## config.mk

```make
export PLATFORM = sky130hd
export DESIGN_NAME = baud_tick_gen
export DESIGN_NICKNAME = d
export VERILOG_FILES = /design/src/rtl/baud_tick_gen.sv
export SDC_FILE = /design/constraint.sdc
export NUM_CORES = 1
export LEC_CHECK = 0
export CAP_MARGIN = 40
export CORE_AREA = 2 2 66 68
export DETAILED_ROUTE_END_ITERATION = 12
export DIE_AREA = 0 0 68 70
export MAX_ROUTING_LAYER = met4
export PLACE_DENSITY = 0.91
export SYNTH_ARGS = -nofsm -noshare
export SYNTH_HDL_FRONTEND = slang
export SYNTH_SLANG_ARGS = --single-unit
export TNS_END_PERCENT = 1
```

## constraint.sdc

```tcl
create_clock -name clk -period 6.6 [get_ports clk]
set_input_delay 0.99 -clock clk [delete_from_list [all_inputs] [get_ports clk]]
set_output_delay 0.99 -clock clk [all_outputs]
set_load 0.02 [all_outputs]
```

## src/rtl/baud_tick_gen.sv

```systemverilog
// ----------------------------------------------------------------------------
// baud_tick_gen
//   Programmable UART timing generator. Divides clk by a runtime divisor to
//   produce an oversample tick, then divides that by OVERSAMPLE to produce a
//   mid-bit sample strobe, a bit-rate tick and a 50% duty bit-rate square wave.
//
// Ports
//   clk        in   system clock
//   rst        in   synchronous active-high reset
//   en         in   count enable; counters and clkdiv hold while low
//   div_load   in   load div_value (0 clamps to 1), clears bit phase
//   div_value  in   new divisor, clk cycles per oversample tick
//   resync     in   clear bit phase (RX start-bit edge)
//   os_tick    out  1-cycle pulse every div_q enabled cycles
//   mid_tick   out  1-cycle pulse at the mid-bit oversample point
//   bit_tick   out  1-cycle pulse once per bit period
//   clkdiv     out  bit-rate square wave, high for the second half-bit
//   div_q      out  current divisor register
// ----------------------------------------------------------------------------
module baud_tick_gen #(
    parameter int CLK_FREQ   = 100000000,
    parameter int BAUD       = 9600,
    parameter int OVERSAMPLE = 16,
    parameter int DIV_WIDTH  = 16
) (
    input  logic                 clk,
    input  logic                 rst,
    input  logic                 en,
    input  logic                 div_load,
    input  logic [DIV_WIDTH-1:0] div_value,
    input  logic                 resync,
    output logic                 os_tick,
    output logic                 mid_tick,
    output logic                 bit_tick,
    output logic                 clkdiv,
    output logic [DIV_WIDTH-1:0] div_q
);

    localparam longint DEFAULT_DIV =
        (longint'(CLK_FREQ) + longint'(BAUD) * OVERSAMPLE / 2) /
        (longint'(BAUD) * OVERSAMPLE);
    localparam int IDX_W = (OVERSAMPLE > 2) ? $clog2(OVERSAMPLE) : 1;
    localparam logic [IDX_W-1:0]     IDX_LAST = IDX_W'(OVERSAMPLE - 1);
    localparam logic [IDX_W-1:0]     IDX_MID  = IDX_W'(OVERSAMPLE / 2 - 1);
    localparam logic [DIV_WIDTH-1:0] DIV_RST  = DIV_WIDTH'(DEFAULT_DIV);
    localparam logic [DIV_WIDTH-1:0] DIV_ONE  = DIV_WIDTH'(1);

    generate
        if (DEFAULT_DIV == 0 || DEFAULT_DIV >= (longint'(1) << DIV_WIDTH)) begin : g_bad_div
            $error("baud_tick_gen: DEFAULT_DIV is 0 or does not fit DIV_WIDTH");
        end
        if (OVERSAMPLE < 2 || (OVERSAMPLE % 2) != 0) begin : g_bad_os
            $error("baud_tick_gen: OVERSAMPLE must be even and >= 2");
        end
    endgenerate

    logic [DIV_WIDTH-1:0] div_reg_q, div_reg_d;
    logic [DIV_WIDTH-1:0] os_cnt_q,  os_cnt_d;
    logic [IDX_W-1:0]     os_idx_q,  os_idx_d;
    logic                 os_tick_q, os_tick_d;
    logic                 mid_tick_q, mid_tick_d;
    logic                 bit_tick_q, bit_tick_d;
    logic                 clkdiv_q,  clkdiv_d;

    always_comb begin
        div_reg_d  = div_reg_q;
        os_cnt_d   = os_cnt_q;
        os_idx_d   = os_idx_q;
        clkdiv_d   = clkdiv_q;
        os_tick_d  = 1'b0;
        mid_tick_d = 1'b0;
        bit_tick_d = 1'b0;

        if (div_load || resync) begin
            // Phase restart; a load also swaps the divisor, which takes
            // effect from the first counting cycle after this one.
            os_cnt_d = '0;
            os_idx_d = '0;
            clkdiv_d = 1'b0;
            if (div_load)
                div_reg_d = (div_value == '0) ? DIV_ONE : div_value;
        end else if (en) begin
            if (os_cnt_q == div_reg_q - DIV_ONE) begin
                os_cnt_d  = '0;
                os_tick_d = 1'b1;
                os_idx_d  = (os_idx_q == IDX_LAST) ? '0 : os_idx_q + IDX_W'(1);
                if (os_idx_q == IDX_MID) begin
                    mid_tick_d = 1'b1;
                    clkdiv_d   = 1'b1;
                end
                if (os_idx_q == IDX_LAST) begin
                    bit_tick_d = 1'b1;
                    clkdiv_d   = 1'b0;
                end
            end else begin
                os_cnt_d = os_cnt_q + DIV_ONE;
            end
        end
    end

    always_ff @(posedge clk) begin
        if (rst) begin
            div_reg_q  <= DIV_RST;
            os_cnt_q   <= '0;
            os_idx_q   <= '0;
            os_tick_q  <= 1'b0;
            mid_tick_q <= 1'b0;
            bit_tick_q <= 1'b0;
            clkdiv_q   <= 1'b0;
        end else begin
            div_reg_q  <= div_reg_d;
            os_cnt_q   <= os_cnt_d;
            os_idx_q   <= os_idx_d;
            os_tick_q  <= os_tick_d;
            mid_tick_q <= mid_tick_d;
            bit_tick_q <= bit_tick_d;
            clkdiv_q   <= clkdiv_d;
        end
    end

    assign os_tick  = os_tick_q;
    assign mid_tick = mid_tick_q;
    assign bit_tick = bit_tick_q;
    assign clkdiv   = clkdiv_q;
    assign div_q    = div_reg_q;

endmodule

```

==> impl_metrics.csv, run 1 <==
group,metric,value,unit
logic_synthesis,synth_area,2210,µm²
logic_synthesis,synth-simple-area-share,0.269,
clock_tree,clkSlewWorstSetupHoldPaths,80,ps
place,dpl_cell_area,2640,µm²
sta,setup_viol,0,
place,pre_cts_slack,3560,ps
drt,ant_nets,0,
place,io_buffers,40,
global_routing,grt_max_degree,21,
worst_setup_path,cp-end-kind,"flip-flop",
place,place_hpwl,3960,µm
sta,clock.fmax,326,MHz
run_status,run_status,"completed",
clock_tree,htree_levels,2,
clock_tree,cts-resized-gates,0,
logic_synthesis,ys.flop_type,"dfxtp_1",
clock_tree,clock_path_buffers,2,
sta,relSlewSlack,0.374,
logic_synthesis,synth_xor_xnor_area_share,0.138,
clock_tree,root_buffer,"clkbuf_8",
floorplan,io_pins,41,
global_routing,antenna_found_initial,0,
logic_synthesis,ys_seq_area_frac,0.362,
floorplan,core,4140,µm²
logic_synthesis,synth.avg_cell_area,8.42,µm²
power_and_ir_drop,power_switching,133,µW
place,place_congestion,0.827,
power_and_ir_drop,swShare,0.241,
floorplan,die_height,70,µm
drt,firstDrtPassIters,4,
logic_synthesis,ys_warn_count,0,
logic_synthesis,ys_ff_latch,40,
sta,tns,0,ps
clock_tree,cts_tree,"built",
global_routing,grt.overflow.total,0,
worst_setup_path,cp.required,6760,ps
logic_synthesis,synthTopCellsByArea,"dfxtp_1 (36%), xor2_1 (8.3%), mux2i_1 (6.3%)",
power_and_ir_drop,power_leakage,1.04,nW
worst_setup_path,cp-start-kind,"flip-flop",
sta,drv_slew,0,
floorplan,dieArea,4760,µm²
worst_setup_path,critical_path_class,"reg2reg",
layout,fin_util,0.668,
logic_synthesis,synth_fa_ha_area_frac,0.0169,
logic_synthesis,synth_top_family_by_area,"simple AND/OR/NAND/NOR gates",
layout,fillers,312,
layout,diodes,0,
clock_tree,post_cts_buffers,0,
drt,vias,2088,
sta,fin_ws,3530,ps
logic_synthesis,synth_cell_types,49,
logic_synthesis,syn-num-nets,287,
sta,period_needed,3070,ps
sta,min_period_over_period,0.465,
power_and_ir_drop,comb_power_share,0.134,
power_and_ir_drop,peakVddDrop,162,µV
logic_synthesis,synth-edff-count,0,
power_and_ir_drop,power,551,µW
drt,drt-total-wl,5290,µm
drt,drc_errors,0,
floorplan,initial_utilization,0.534,
logic_synthesis,postSynthCellCount,263,
worst_setup_path,crit_fanout,14,
layout,fin_nets,322,
layout,area_delta_synth_final,24.9,%
drt,dr.first_iter.drc_count,133,
min_path,min-delay-path-class,"reg2reg",
power_and_ir_drop,power_density,199,nW/µm²
sta,hold_viol_final,0,
clock_tree,cts.sinks,40,
global_routing,groute.usage.overall,0.240,
worst_setup_path,worstPathArrival,3230,ps
floorplan,chipWidth,68,µm
logic_synthesis,synth-compound-area-share,0.117,
layout,stdcell_area,2770,µm²
job,cap_violations,0,
layout,drive_gt1_frac,0.0468,
logic_synthesis,synthMuxAreaShare,0.0633,
sta,rsz0062_at_grt,"false",
clock_tree,clock_latency,290,ps
clock_tree,cts_buffers,5,
power_and_ir_drop,intPower,418,µW
global_routing,grt_first_pass_wirelength,8760,µm
logic_synthesis,synth_top_area_share,0.362,
drt,viasPerCell,5.95,
power_and_ir_drop,pwr-share-clk,0.396,
drt,wire_per_inst,15.1,µm
power_and_ir_drop,power_frac_seq,0.471,
floorplan,row_count,24,
clock_tree,holdBufCountCts,0,
global_routing,grt_pass1_vias,1932,
logic_synthesis,yosysTopAreaCell,"dfxtp_1",
sta,worst_pin_slew,930,ps
sta,finalClockSkew,6.62,ps
logic_synthesis,async_reset_ff_frac,0,
path summary, 6_finish.rpt:
path / start / endpoint / slack, ps / cells after the start
setup / recovery: div_q[0] / os_cnt_q[2] / 3530 / 9
hold / removal: os_cnt_q[1] / os_cnt_q[1] / 520 / 2
setup reg to reg: div_q[0] / os_cnt_q[2] / 3530 / 9
hold reg to reg: os_cnt_q[1] / os_cnt_q[1] / 520 / 2
per-stage QoR:
step	std cells	hold WS (ps)
after floorplan	263	468
after global placement	342	493
after detailed placement	343	501
after CTS	351	509
after global routing	351	545
final	351	519
area by class of cell:
cell class,instances,area (µm²),share of cell area
Multi-Input combinational cell,205,1340,0.484
Sequential cell,40,801,0.289
Timing Repair Buffer,41,415,0.150
Clock buffer,7,96.3,0.0348
Tap cell,52,65.1,0.0235
Clock inverter,1,30.0,0.0109
Inverter,5,18.8,0.00678
cell families (layout without fill, tap and decap cells):
kind of cell | count (synthesis) | in the layout
AOI/OAI and AO/OA | 38 | 38
xor gates and xnor gates | 35 | 35
adders and majority gates | 3 | 3
buffers and inverters | 18 | 54
DFF | 40 | 40
muxes | 14 | 14
and+or+nand+nor | 115 | 115
critical path, cell delays in order (launching register included):
cell and delay [ps]:
dfxtp_1 380, inv_1 80, ha_1 190, nor3b_1 660
and4_1 320, a211o_1 100, a21oi_1 100, or4_4 490
o21ai_2 490, nor2_1 110
state kept, by name, indices dropped and copies added (netlist names):
signal / flops
clkdiv: 1
os_tick: 1
os_idx_q: 4
bit_tick: 1
div_q: 16
mid_tick: 1
os_cnt_q: 16
synth_stat cells, types with 2 or more instances:
cell type and instances:
nor4_1 9, and3_1 7, a21oi_1 12, dfxtp_1 40, nand3_1 11, nor4b_1 2, mux2i_1 14, xor2_1 21
or4_1 2, nand2b_1 3, xnor2_1 14, a211o_1 3, nor2_1 34, nand4_1 9, buf_1 2, inv_1 5
or3_1 2, a211oi_1 2, nor3b_1 2, o21ai_0 5, o211ai_1 3, nand2_1 19, clkbuf_1 8, ha_1 3
buf_2 2, nor3_1 6
cell usage in the layout, fill, tap and decap left out, types with 2 or more instances in the layout:
master	instances
a21oi_1	12
nand3_1	11
dfxtp_1	40
xnor2_1	14
nand2_1	19
nor4b_1	2
a211oi_1	2
o21ai_0	5
nor2_1	34
clkdlybuf4s50_1	40
ha_1	3
nand2b_1	3
nor3b_1	2
mux2i_1	14
and3_1	7
or3_1	2
clkbuf_8	7
o211ai_1	3
inv_1	5
nor3_1	6
nor4_1	9
nand4_1	9
xor2_1	21
a211o_1	3
or4_1	2
routing by layer:
layer | GRT usage | vias to the layer above | share of wire | routed length, µm
li1 | - | 1022 | - | -
met5 | - | - | 0 | 0
met1 | 0.309 | 991 | 0.44 | 2330
met3 | 0.0515 | 8 | 0.056 | 297
met2 | 0.379 | 67 | 0.49 | 2600
met4 | 0.0667 | 0 | 0.010 | 55
power by group through the flow:
| stage | clock network (mW) | logic, mW | registers (mW) |
|---|---|---|---|
| 3_5_place_dp | 0 | 0.0730 | 0.265 |
| 3_3_place_gp | 0 | 0.0708 | 0.265 |
| 2_1_floorplan | 0 | 0.0361 | 0.267 |
| 6_report | 0.218 | 0.0738 | 0.259 |
| 4_1_cts | 0.220 | 0.0737 | 0.259 |
| 5_1_grt | 0.229 | 0.0802 | 0.260 |
Power figures use the tool's default switching activity.
==> run 2, diff against run 1 <==
Settings changed: CORE_AREA 2 2 66 68 to 2 2 72 74, DIE_AREA 0 0 68 70 to 0 0 74 76, PLACE_DENSITY 0.91 to 0.82.
Clock period 6.6 ns to 2.7 ns, I/O delays scaled along.
==> run 2 against run 1 <==
  * Final area up 7.4%
  * Combinational power rose to 3.0 times the previous value
  * Register-to-register slack worse by 3500 ps
  * Sequential share of layout area down 1.9 points
  * Sequential power up 140%
  * Fmax up 16%
  * First-iteration DRC count up 50%
  * Critical path depth down 2
  * Clock skew down 2.9 ps
==> impl_metrics.csv, run 2 (synthesized netlist as in run 1, its figures left out) <==
group,metric,value,unit
run_status,run_status,"completed",
sta,fin_worst_hold_slack,519,ps
clock_tree,root_buffer,"clkbuf_8",
sta,clock.fmax,377,MHz
floorplan,row_count,26,
global_routing,antenna_found_initial,0,
clock_tree,clock_latency,290,ps
place,place_hpwl,4360,µm
place,pre_cts_slack,-63.6,ps
worst_setup_path,cp-end-kind,"flip-flop",
worst_setup_path,worstPathCellList,"or4_4 -> nor2_1 -> a21oi_1 -> o311a_1 -> or4_4 -> o41ai_2 -> a21oi_1",
layout,layout_commonest_cell,"clkdlybuf4s50_1",
layout,diodes,0,
job,cap_violations,0,
clock_tree,htree_levels,2,
worst_setup_path,cp.required,2870,ps
floorplan,chipWidth,74,µm
floorplan,core,4910,µm²
drt,ant_nets,0,
power_and_ir_drop,peakVddDrop,321,µV
layout,stdcell_area,2970,µm²
sta,min_period_over_period,0.983,
drt,m1WireLength,2610,µm
clock_tree,clkSlewWorstSetupHoldPaths,80,ps
layout,layout_common_cells,"clkdlybuf4s50_1 (40), dfxtp_1 (39), nor2_1 (34), xor2_1 (21), nand2_1 (19)",
sta,fin_ws,46.5,ps
place,io_buffers,40,
worst_setup_path,crit_fanout,7,
global_routing,grt.overflow.total,0,
global_routing,grt_pass1_vias,2038,
sta,relSlewSlack,0.635,
power_and_ir_drop,power_leakage,1.13,nW
drt,drc_errors,0,
drt,viasPerCell,5.60,
global_routing,grt_max_degree,21,
clock_tree,cts_tree,"built",
drt,firstDrtPassIters,4,
global_routing,groute.usage.overall,0.228,
layout,fin_nets,337,
sta,period_needed,2650,ps
worst_setup_path,cp_top_family,"simple AND/OR/NAND/NOR gates",
layout,drive_gt1_frac,0.124,
sta,setup_viol,0,
place,dpl_cell_area,2780,µm²
worst_setup_path,cp-start-kind,"flip-flop",
place,placedCellCount,376,
drt,wire_per_inst,15.3,µm
layout,area_delta_synth_final,34.1,%
worst_setup_path,worst_path_largest_cell_delay,590,ps
min_path,min-delay-path-class,"reg2reg",
global_routing,grt_first_pass_wirelength,9880,µm
floorplan,io_pins,41,
sta,hold_viol_final,0,
place,place_congestion,0.887,
power_and_ir_drop,power_density,465,nW/µm²
floorplan,initial_utilization,0.451,
sta,rsz0062_at_grt,"true",
worst_setup_path,worstPathArrival,2830,ps
drt,dr.first_iter.drc_count,200,
drt,routed-wl-met3,287,µm
drt,drt-total-wl,5870,µm
sta,finalClockSkew,3.68,ps
clock_tree,clock_path_buffers,2,
floorplan,dieArea,5620,µm²
drt,top_layer_used,"met4",
worst_setup_path,worst-path-buf-inv,0,
floorplan,die_height,76,µm
worst_setup_path,critical_path_class,"reg2reg",
drt,wl_met2,2900,µm
sta,drv_slew,0,
clock_tree,holdBufCountCts,0,
sta,worst_pin_slew,546,ps
worst_setup_path,crit_slowest_cell,"or4_4",
layout,final_cell_count_no_fill,384,
clock_tree,cts_buffers,5,
clock_tree,cts.sinks,40,
drt,vias,2150,
layout,fin_util,0.605,
==> run 2: metrics by stage <==
step / power (mW) / TNS [ps]
CTS: 1.38 / 0
global route: 1.43 / -242
detailed placement: 0.847 / -63.6
finish: 1.38 / 0
floorplan: 0.742 / 0
global placement: 0.843 / 0
==> run 2: where the power goes <==
| group | internal [mW] | total [mW] | switching (mW) |
|---|---|---|---|
| Combinational | 0.109 | 0.221 | 0.112 |
| Sequential | 0.605 | 0.623 | 0.0181 |
| Clock | 0.326 | 0.536 | 0.210 |
==> run 2: final cells by class <==
type / count / area [µm²]
Fill cell: 413 / 1940
Sequential cell: 40 / 802
Timing Repair Buffer: 56 / 533
Clock inverter: 1 / 30.0
Tap cell: 70 / 87.6
Multi-Input combinational cell: 205 / 1400
Clock buffer: 7 / 96.3
Inverter: 5 / 18.8
==> run 2: worst paths after layout <==
path / cells past startpoint / from / slack (ps) / endpoint
worst max-delay path: 7 / div_q[0] / 50 / os_idx_q[3]
worst max register to register: 7 / div_q[0] / 50 / os_idx_q[3]
worst min-delay path: 2 / os_cnt_q[1] / 520 / os_cnt_q[1]
worst min register to register: 2 / os_cnt_q[1] / 520 / os_cnt_q[1]
==> run 2: metal layers <==
layer  up-vias  track usage
met5         -            -
met4         0       0.0491
met3         8       0.0370
met2        70        0.363
met1      1026        0.304
li1       1046            -
==> run 2: what timing repair did <==
action,CTS,global route
endpoints found under the setup margin,16,23
gates cloned,0,0
resized for setup,2,10
buffers inserted,0,0
==> run 2: worst register-to-register path: cells and delay by family, from the launching register on <==
kind / cells / cell delay (ps)
AO/OA/AOI/OAI: 4 / 920
AND/OR/NAND/NOR: 3 / 1280
flip-flops: 1 / 350
==> run 3, diff against run 2 <==
Settings changed: ABC_AREA set to 0, CORE_AREA 2 2 72 74 to 2 2 75 77, DIE_AREA 0 0 74 76 to 0 0 77 79, PLACE_DENSITY 0.82 to 0.77.
==> run 3 against run 2 <==
  * First-iteration DRC count fell by 25%
  * Via count is 2.1% lower
  * Non-clock buffer count up 2
  * Setup slack improved by 97 ps
  * Sequential share of layout area grew 0.15 points
  * Largest cell class unchanged
==> impl_metrics.csv, run 3 (synthesized netlist as in run 1, its figures left out) <==
group,metric,value,unit
run_status,run_status,"completed",
layout,fillers,505,
worst_setup_path,cp.required,2890,ps
sta,finalClockSkew,6.76,ps
drt,ant_nets,0,
drt,firstDrtPassIters,4,
layout,layout_common_cells,"clkdlybuf4s50_1 (40), dfxtp_1 (38), nor2_1 (33), xor2_1 (21), nand2_1 (19)",
drt,viasPerCell,5.43,
global_routing,grt_pass1_vias,2096,
power_and_ir_drop,power_density,424,nW/µm²
place,io_buffers,40,
layout,fin_nets,339,
clock_tree,htree_levels,2,
worst_setup_path,crit_slowest_cell,"or4_4",
clock_tree,holdBufCountCts,0,
clock_tree,clock_latency,290,ps
floorplan,initial_utilization,0.415,
global_routing,grt.overflow.total,0,
sta,setup_viol,0,
worst_setup_path,worst_path_largest_cell_delay,580,ps
global_routing,groute.usage.overall,0.205,
power_and_ir_drop,peakVddDrop,334,µV
layout,diodes,0,
layout,drive_gt1_frac,0.142,
job,cap_violations,0,
clock_tree,cts_buffers,5,
worst_setup_path,worst-path-buf-inv,1,
floorplan,chipWidth,77,µm
global_routing,grt_first_pass_wirelength,9780,µm
power_and_ir_drop,power,1.26,mW
global_routing,antenna_found_initial,0,
worst_setup_path,worstPathArrival,2740,ps
floorplan,die_height,79,µm
drt,drt-total-wl,5840,µm
layout,final_cell_count_no_fill,388,
place,place_congestion,0.867,
sta,min_period_over_period,0.947,
clock_tree,clock_path_buffers,2,
sta,hold_viol_final,0,
worst_setup_path,cp-end-kind,"flip-flop",
sta,drv_slew,0,
clock_tree,clkSlewWorstSetupHoldPaths,80,ps
sta,clock.fmax,391,MHz
floorplan,dieArea,6080,µm²
sta,worst_pin_slew,526,ps
place,place_hpwl,4360,µm
min_path,min-delay-path-class,"reg2reg",
floorplan,core,5340,µm²
clock_tree,post_cts_buffers,0,
place,pre_cts_slack,-25.8,ps
sta,relSlewSlack,0.648,
worst_setup_path,critical_path_class,"reg2reg",
clock_tree,cts.sinks,40,
sta,period_needed,2560,ps
layout,area_delta_synth_final,33.6,%
place,placedCellCount,380,
worst_setup_path,worstPathCellList,"or4_4 -> nor2_1 -> a21oi_1 -> o311a_1 -> or4_4 -> o21ai_2 -> buf_12 -> nor2_1",
drt,drc_errors,0,
clock_tree,cts_tree,"built",
clock_tree,root_buffer,"clkbuf_8",
power_and_ir_drop,power_leakage,1.12,nW
worst_setup_path,crit_fanout,14,
floorplan,io_pins,41,
drt,vias,2105,
worst_setup_path,cp-start-kind,"flip-flop",
sta,fin_ws,143,ps
global_routing,grt_max_degree,21,
worst_setup_path,cp_top_family,"simple AND/OR/NAND/NOR gates",
drt,dr.first_iter.drc_count,150,
drt,wire_per_inst,15.1,µm
layout,layout_commonest_cell,"clkdlybuf4s50_1",
floorplan,row_count,27,
-- run 3: path summary, 6_finish.rpt --
path / slack [ps] / endpoint / depth (start not counted) / start
setup / recovery: 140 / os_cnt_q[11] / 8 / div_q[0]
hold / removal: 510 / os_idx_q[2] / 2 / os_idx_q[2]
setup reg to reg: 140 / os_cnt_q[11] / 8 / div_q[0]
hold reg to reg: 510 / os_idx_q[2] / 2 / os_idx_q[2]
-- run 3: where the power goes --
part / total, mW / switching, mW / internal, mW
registers: 0.624 / 0.0186 / 0.605
clock network: 0.411 / 0.207 / 0.204
logic: 0.221 / 0.111 / 0.111
total: 1.26 / 0.336 / 0.919
-- run 3: routing by layer --
layer  part of all wire  routed length [µm]  global-route usage
met5                  0                   0                   -
met1               0.45                2630               0.264
met3              0.052                 306              0.0352
met2               0.49                2860               0.337
met4             0.0074                  43              0.0518
-- run 3: timing repair --
| action | in CTS | in global routing |
|---|---|---|
| resized for setup | 3 | 12 |
| cloned | 0 | 0 |
| pin swaps | 0 | 5 |
| setup endpoints to repair | 3 | 22 |
-- run 3: worst min-delay path, cell delays in order, from the launching register on --
cell and delay (ps):
dfxtp_1 350, nand2_1 70, mux2i_1 60
-- run 3: cell type report --
class	count	area, µm²	area share
Timing Repair Buffer	58	548	0.185
Clock buffer	6	82.6	0.0279
Inverter	5	18.8	0.00634
Multi-Input combinational cell	205	1410	0.475
Sequential cell	40	803	0.271
Clock inverter	2	10.0	0.00338
Tap cell	72	90.1	0.0304
-- run 3: per-stage QoR --
step | hold WS (ps) | area, µm² | utilization | setup TNS (ps)
finish | 514 | 2960 | 0.554 | 0
global route | 556 | 2960 | 0.554 | -182
floorplan | 468 | 2220 | - | 0
global placement | 494 | 2800 | 0.524 | 0
detailed placement | 504 | 2800 | 0.524 | -25.8
CTS | 520 | 2900 | 0.544 | 0
